<file path="src/rtl/draw_scheduler_pkg.sv">
// Shared widths and scheduler state encoding for the draw scheduler slice.
package draw_pkg;
  localparam int X_W   = 8;
  localparam int Y_W   = 7;
  localparam int COL_W = 3;

  typedef enum logic [1:0] {
    IDLE   = 2'd0,
    ACTIVE = 2'd1,
    DRAIN  = 2'd2
  } sched_state_e;
endpackage

</file>
<file path="src/rtl/draw_scheduler_if.sv">
// Engine-side request/pixel bundle and adapter-side write port of the draw scheduler.
interface draw_scheduler_if #(
  parameter int N_ENG = 4,
  parameter int ID_W  = 2
);
  import draw_pkg::*;

  logic [N_ENG-1:0]       req;
  logic [N_ENG*X_W-1:0]   eng_x;
  logic [N_ENG*Y_W-1:0]   eng_y;
  logic [N_ENG*COL_W-1:0] eng_col;
  logic [N_ENG-1:0]       eng_plot;
  logic [N_ENG-1:0]       eng_done;
  logic [N_ENG-1:0]       eng_enable;
  logic [X_W-1:0]         vga_x;
  logic [Y_W-1:0]         vga_y;
  logic [COL_W-1:0]       vga_col;
  logic                   vga_plot;
  logic                   busy;
  logic [ID_W-1:0]        active_id;
  logic                   grant_done;
  logic                   timeout_err;

  modport master (
    output req, eng_x, eng_y, eng_col, eng_plot, eng_done,
    input  eng_enable, vga_x, vga_y, vga_col, vga_plot,
           busy, active_id, grant_done, timeout_err
  );

  modport slave (
    input  req, eng_x, eng_y, eng_col, eng_plot, eng_done,
    output eng_enable, vga_x, vga_y, vga_col, vga_plot,
           busy, active_id, grant_done, timeout_err
  );
endinterface

</file>
<file path="src/rtl/draw_scheduler_rr_arbiter.sv">
// Combinational round-robin pick: first requester after last_id, wrapping modulo N_ENG.
module rr_arbiter #(
  parameter int N_ENG = 4,
  parameter int ID_W  = 2
) (
  input  logic [N_ENG-1:0] req,
  input  logic [ID_W-1:0]  last_id,
  output logic             valid,
  output logic [ID_W-1:0]  grant_id
);
  int unsigned j;

  always_comb begin
    valid    = 1'b0;
    grant_id = '0;
    j        = 0;
    for (int unsigned k = 1; k <= N_ENG; k++) begin
      j = (32'(last_id) + k) % N_ENG;
      if (!valid && req[j]) begin
        valid    = 1'b1;
        grant_id = ID_W'(j);
      end
    end
  end
endmodule

</file>
<file path="src/rtl/draw_scheduler.sv">
// Round-robin draw scheduler: grants one engine and forwards its pixels to the VGA port.
// Optional forced release per grant when DRAW_TIMEOUT_EN is defined.
module draw_scheduler
  import draw_pkg::*;
#(
  parameter int N_ENG          = 4,
  parameter int ID_W           = 2,
  parameter int TIMEOUT_CYCLES = 40000,
  parameter int TO_W           = 16
) (
  input  logic             clk,
  input  logic             reset,
  draw_scheduler_if.slave  bus
);
  sched_state_e       state_q, state_d;
  logic [ID_W-1:0]    active_id_q, active_id_d;
  logic [ID_W-1:0]    last_id_q, last_id_d;
  logic [N_ENG-1:0]   en_q, en_d;
  logic [X_W-1:0]     vga_x_q, vga_x_d;
  logic [Y_W-1:0]     vga_y_q, vga_y_d;
  logic [COL_W-1:0]   vga_col_q, vga_col_d;
  logic               vga_plot_q, vga_plot_d;
  logic               grant_done_q, grant_done_d;
  logic               arb_valid;
  logic [ID_W-1:0]    arb_id;
  logic               done_act, req_act, timeout_hit, release_act;

  if (TIMEOUT_CYCLES < 2 || TIMEOUT_CYCLES > (1 << TO_W)) begin : g_cfg_err
    $error("draw_scheduler: TIMEOUT_CYCLES must be >= 2 and fit in TO_W bits");
  end

  rr_arbiter #(.N_ENG(N_ENG), .ID_W(ID_W)) u_arb (
    .req      (bus.req),
    .last_id  (last_id_q),
    .valid    (arb_valid),
    .grant_id (arb_id)
  );

  assign done_act    = bus.eng_done[active_id_q];
  assign req_act     = bus.req[active_id_q];
  assign release_act = done_act || !req_act || timeout_hit;

`ifdef DRAW_TIMEOUT_EN
  logic [TO_W-1:0] to_cnt_q, to_cnt_d;
  logic            to_err_q, to_err_d;

  assign timeout_hit = (state_q == ACTIVE) && (to_cnt_q == TO_W'(TIMEOUT_CYCLES - 1));
  assign to_cnt_d    = (state_q == ACTIVE) ? to_cnt_q + 1'b1 : '0;
  assign to_err_d    = to_err_q || (timeout_hit && !done_act);

  always_ff @(posedge clk) begin
    if (reset) begin
      to_cnt_q <= '0;
      to_err_q <= 1'b0;
    end else begin
      to_cnt_q <= to_cnt_d;
      to_err_q <= to_err_d;
    end
  end

  assign bus.timeout_err = to_err_q;
`else
  assign timeout_hit     = 1'b0;
  assign bus.timeout_err = 1'b0;
`endif

  always_comb begin
    state_d      = state_q;
    active_id_d  = active_id_q;
    last_id_d    = last_id_q;
    en_d         = en_q;
    vga_x_d      = vga_x_q;
    vga_y_d      = vga_y_q;
    vga_col_d    = vga_col_q;
    vga_plot_d   = 1'b0;
    grant_done_d = 1'b0;
    case (state_q)
      IDLE: begin
        if (arb_valid) begin
          active_id_d = arb_id;
          en_d        = N_ENG'(1) << arb_id;
          state_d     = ACTIVE;
        end
      end
      ACTIVE: begin
        vga_x_d   = bus.eng_x[active_id_q*X_W +: X_W];
        vga_y_d   = bus.eng_y[active_id_q*Y_W +: Y_W];
        vga_col_d = bus.eng_col[active_id_q*COL_W +: COL_W];
        // Releasing cycle suppresses the write so DRAIN never plots.
        if (release_act) begin
          en_d         = '0;
          grant_done_d = 1'b1;
          state_d      = DRAIN;
        end else begin
          vga_plot_d = bus.eng_plot[active_id_q];
        end
      end
      DRAIN: begin
        last_id_d = active_id_q;
        state_d   = IDLE;
      end
      default: begin
        en_d    = '0;
        state_d = IDLE;
      end
    endcase
  end

  always_ff @(posedge clk) begin
    if (reset) begin
      state_q      <= IDLE;
      active_id_q  <= '0;
      last_id_q    <= ID_W'(N_ENG - 1);
      en_q         <= '0;
      vga_x_q      <= '0;
      vga_y_q      <= '0;
      vga_col_q    <= '0;
      vga_plot_q   <= 1'b0;
      grant_done_q <= 1'b0;
    end else begin
      state_q      <= state_d;
      active_id_q  <= active_id_d;
      last_id_q    <= last_id_d;
      en_q         <= en_d;
      vga_x_q      <= vga_x_d;
      vga_y_q      <= vga_y_d;
      vga_col_q    <= vga_col_d;
      vga_plot_q   <= vga_plot_d;
      grant_done_q <= grant_done_d;
    end
  end

  assign bus.eng_enable = en_q;
  assign bus.vga_x      = vga_x_q;
  assign bus.vga_y      = vga_y_q;
  assign bus.vga_col    = vga_col_q;
  assign bus.vga_plot   = vga_plot_q;
  assign bus.busy       = (state_q == ACTIVE) || (state_q == DRAIN);
  assign bus.active_id  = active_id_q;
  assign bus.grant_done = grant_done_q;
endmodule
</file>
<file path="src/flat_wrapper.sv">
// flat-port wrapper written by rule: the top's interface ports become plain ports
module draw_scheduler_flat import draw_pkg::*;
#(
  parameter int N_ENG          = 4,
  parameter int ID_W           = 2,
  parameter int TIMEOUT_CYCLES = 40000,
  parameter int TO_W           = 16
)
  (clk, reset, bus_req, bus_eng_x, bus_eng_y, bus_eng_col, bus_eng_plot, bus_eng_done, bus_eng_enable, bus_vga_x, bus_vga_y, bus_vga_col, bus_vga_plot, bus_busy, bus_active_id, bus_grant_done, bus_timeout_err);
  draw_scheduler_if #(.N_ENG(N_ENG), .ID_W(ID_W)) bus_i ();
  input  logic clk;
  input  logic reset;
  input wire logic [$bits(bus_i.req)-1:0] bus_req;
  input wire logic [$bits(bus_i.eng_x)-1:0] bus_eng_x;
  input wire logic [$bits(bus_i.eng_y)-1:0] bus_eng_y;
  input wire logic [$bits(bus_i.eng_col)-1:0] bus_eng_col;
  input wire logic [$bits(bus_i.eng_plot)-1:0] bus_eng_plot;
  input wire logic [$bits(bus_i.eng_done)-1:0] bus_eng_done;
  output wire logic [$bits(bus_i.eng_enable)-1:0] bus_eng_enable;
  output wire logic [$bits(bus_i.vga_x)-1:0] bus_vga_x;
  output wire logic [$bits(bus_i.vga_y)-1:0] bus_vga_y;
  output wire logic [$bits(bus_i.vga_col)-1:0] bus_vga_col;
  output wire logic [$bits(bus_i.vga_plot)-1:0] bus_vga_plot;
  output wire logic [$bits(bus_i.busy)-1:0] bus_busy;
  output wire logic [$bits(bus_i.active_id)-1:0] bus_active_id;
  output wire logic [$bits(bus_i.grant_done)-1:0] bus_grant_done;
  output wire logic [$bits(bus_i.timeout_err)-1:0] bus_timeout_err;
  assign bus_i.req = bus_req;
  assign bus_i.eng_x = bus_eng_x;
  assign bus_i.eng_y = bus_eng_y;
  assign bus_i.eng_col = bus_eng_col;
  assign bus_i.eng_plot = bus_eng_plot;
  assign bus_i.eng_done = bus_eng_done;
  assign bus_eng_enable = bus_i.eng_enable;
  assign bus_vga_x = bus_i.vga_x;
  assign bus_vga_y = bus_i.vga_y;
  assign bus_vga_col = bus_i.vga_col;
  assign bus_vga_plot = bus_i.vga_plot;
  assign bus_busy = bus_i.busy;
  assign bus_active_id = bus_i.active_id;
  assign bus_grant_done = bus_i.grant_done;
  assign bus_timeout_err = bus_i.timeout_err;
  draw_scheduler #(.N_ENG(N_ENG), .ID_W(ID_W), .TIMEOUT_CYCLES(TIMEOUT_CYCLES), .TO_W(TO_W)) u_core (.clk(clk), .reset(reset), .bus(bus_i));
endmodule
</file>
<file path="config.mk">
export PLATFORM = sky130hd
export DESIGN_NAME = draw_scheduler_flat
export DESIGN_NICKNAME = d
export VERILOG_FILES = /design/src/rtl/draw_scheduler_pkg.sv /design/src/rtl/draw_scheduler_if.sv /design/src/rtl/draw_scheduler_rr_arbiter.sv /design/src/rtl/draw_scheduler.sv /design/src/flat_wrapper.sv
export SDC_FILE = /design/constraint.sdc
export NUM_CORES = 1
export LEC_CHECK = 0
export CORE_MARGIN = 10
export CORE_UTILIZATION = 30
export CTS_BUF_LIST = sky130_fd_sc_hd__clkbuf_8
export DETAILED_ROUTE_END_ITERATION = 8
export GPL_TIMING_DRIVEN = 1
export PLACE_DENSITY = 0.8
export SKIP_CTS_REPAIR_TIMING = 1
export SLEW_MARGIN = 5
export SYNTH_ARGS = -nofsm -noshare
export SYNTH_HDL_FRONTEND = slang
export SYNTH_SLANG_ARGS = --single-unit
</file>
<file path="constraint.sdc">
create_clock -name clk -period 1.76 [get_ports clk]
set_input_delay 0.352 -clock clk [delete_from_list [all_inputs] [get_ports clk]]
set_output_delay 0.352 -clock clk [all_outputs]
set_load 0.05 [all_outputs]
</file>
==> results.cfg <==
[run_status]
outcome = finished with violations
violations = negative setup slack

[synthesis]
syn-cell-area_mm2 = 0.001772
yosysWarnings = 0
syn_area_per_cell_um2 = 11.14
ys_ff_latch = 30
synth_top_area_share_pct = 33.90
synth_nets = 249
yosysSeqAreaShare_pct = 33.90
netlist_instances = 159
synth_cell_types = 33
synth_area_leaders = dfxtp_1 (34%), mux4_2 (25%), mux2i_1 (11%), nor2_1 (4.4%), ha_1 (2.8%)
yosys.area.top_type = dfxtp_1

[global_route]
antenna_found_initial = 0
grt_usage_pct = 13.06
grt_start_max_net_pins = 26
grt_pass1_wl_um = 10070
overflow = 0
grt_pass1_vias = 1939

[critical_path]
crit_path_max_fanout = 4
cp_cell_sequence = mux4_2 > and2_4 > or3_4 > o32ai_2
crit_required_ns = 1.95
cpPeakStageDelay_ns = 0.56
crit_slowest_cell = mux4_2
path_buf_inv = 0
crit_family = multiplexers
worstPathArrival_ns = 1.98
critPathKind = reg -> reg
crit_path_start_kind = register
critPathCaptureType = register

[floorplanning]
core_region_area_mm2 = 0.005608
dieArea_mm2 = 0.009380
core.rowCount = 27
chipWidth_um = 96.85
die_h_um = 96.85
start_util_pct = 31.59
io_pins = 114

[layout]
nets = 375
drive_above_1_share_pct = 29.72
fin_cells = 358
num_antenna_cells = 0
fin_util_pct = 57.45
area_growth_pct = 81.85

[placement]
hpwl_um = 5191
numPortBuffers = 112
dp.cells = 349
globalplace.congestion = 0.8575

[timing]
slew_viol_final = 0
fin_crit_sh_pct = 101.5
hold_viol = 0
rsz0062_at_grt = yes
skew_ns = 0.005340
fmax_ghz = 0.5596
holdWs_ns = 0.4795
finalSetupTns_ns = -0.02713
fin_crit_ns = 1.787
final.setup.worst_slack_ns = -0.02713
setup_violations = 1

[flow_run]
drv_cap = 0

[power]
power_frac_clock_pct = 20.3
intPower_uw = 1766
max-vdd-ir-drop_uv = 443.5
p_per_area_mw_per_mm2 = 859.6
p_seq_share_pct = 29.9
p_comb_share_pct = 49.8
leakage_uw = 0.001326
netSwitchingFraction_pct = 36.24
p_switching_uw = 1004

[cts]
cts.reportedPaths.clkPinSlew_ns = 0.07
htree_levels = 2
root_buffer = clkbuf_8
clockBufferDepth = 2
cts_sinks = 30
numCtsBuffers = 5
cts_tree = built
clkLatencyLatePin_ns = 0.28

[routing]
dr.pass1.iters = 4
avgRoutedWirePerCell_um = 17.90
routed_wl_um = 6409
viasPerCell = 4.802
detail-route-antenna-nets = 0
drcViolationCount = 0
drtIter0Drc = 51
vias = 1719

[min_path]
hp-class = reg -> reg
-- layout by cell type (no fill, tap or decap), types with 2 or more instances in the layout --
master and n:
nor4_1 2, a211o_1 2, nor2b_1 6, inv_1 4
nand2b_1 7, clkbuf_8 6, o31ai_2 2, buf_12 4
nor3_1 3, dfxtp_1 28, mux4_2 20, clkdlybuf4s50_1 77
dlymetal6s2s_1 8, nor2_1 21, nand2_1 4, mux2i_1 19
a21oi_1 5, buf_4 43, nor3b_1 3, ha_1 4
-- state kept, by name, summed over array words and instances (netlist names) --
register / count
u_core.bus.vga_x: 8
u_core.bus.vga_y: 7
u_core.bus.eng_enable: 4
u_core.bus.vga_col: 3
u_core.bus.active_id: 2
u_core.last_id_q: 2
u_core.state_q: 2
u_core.bus.grant_done: 1
u_core.bus.vga_plot: 1
-- cells in the mapped netlist --
cell	instances
a2111oi_0	1
or3_4	1
a311oi_1	1
or4_1	1
a21oi_1	6
nand2_1	4
ha_1	4
conb_1	1
and4b_1	1
mux4_2	20
nor3b_1	3
or2_2	1
dfxtp_1	30
a21boi_0	1
clkbuf_1	6
nand2b_1	7
o32ai_1	1
o21a_1	1
nor3_1	3
and2_4	1
nor2_1	21
nor4_1	2
and2_1	1
buf_1	3
inv_1	3
buf_4	1
nor2b_1	6
mux2i_1	19
o32ai_2	1
buf_2	2
a211o_1	2
o31ai_1	3
buf_6	1
-- tightest hold or removal path, stage by stage (launching register included) --
cell and delay (ns):
dfxtp_1 0.31, inv_1 0.05, o32ai_1 0.07
-- worst paths after layout --
| path | startpoint | endpoint | slack (ns) | cells past startpoint |
|---|---|---|---|---|
| hold reg to reg | u_core.bus.eng_enable[2] | u_core.bus.eng_enable[2] | 0.48 | 2 |
| setup / recovery | u_core.bus.active_id[1] | u_core.bus.eng_enable[3] | -0.03 | 4 |
| setup reg to reg | u_core.bus.active_id[1] | u_core.bus.eng_enable[3] | -0.03 | 4 |
| hold / removal | u_core.bus.eng_enable[2] | u_core.bus.eng_enable[2] | 0.48 | 2 |
-- routing by layer --
metal	routed length [um]	track usage (%)
met5	0	0
met3	223	3.194
met2	3835	25.92
met1	2317	13.06
met4	32	3.044
-- metrics by stage --
stage / total power (uW) / worst slack [ns] / instance area (um^2)
4_1_cts: 2771 / -0.2224 / 3142
2_1_floorplan: 1654 / -0.09817 / 1777
3_3_place_gp: 2171 / -0.4655 / 3050
3_5_place_dp: 2199 / -0.5100 / 3050
5_1_grt: 2923 / -0.07029 / 3222
6_report: 2770 / -0.02713 / 3222
-- final cells by class --
| cell class | count | area (um^2) |
|---|---|---|
| Clock inverter | 2 | 8.758 |
| Fill cell | 519 | 2386 |
| Timing Repair Buffer | 132 | 1274 |
| Sequential cell | 30 | 605.6 |
| Multi-Input combinational cell | 113 | 1150 |
| Clock buffer | 6 | 82.58 |
| Tap cell | 72 | 90.09 |
| Inverter | 3 | 11.26 |
-- cells by family (layout without fill, tap and decap cells) --
| logic type | after synthesis | in the layout | share of synthesized area, % |
|---|---|---|---|
| compound gates | 17 | 17 | 7.204 |
| flops | 30 | 30 | 33.90 |
| other cells | 1 | 1 | 0.2117 |
| fa+ha+maj | 4 | 4 | 2.825 |
| simple gates | 52 | 52 | 15.54 |
| buf+inv | 16 | 143 | 4.167 |
| mux | 39 | 39 | 36.16 |
-- power by group through the flow --
stage          Sequential [uW]  Combinational (uW)  Clock, uW
3_5_place_dp               839                1360          0
6_report                   827                1380        562
5_1_grt                    838                1470        612
2_1_floorplan             1110                 548          0
3_3_place_gp               837                1330          0
4_1_cts                    825                1360        583
Note: power is estimated with default switching activity, not from simulation.
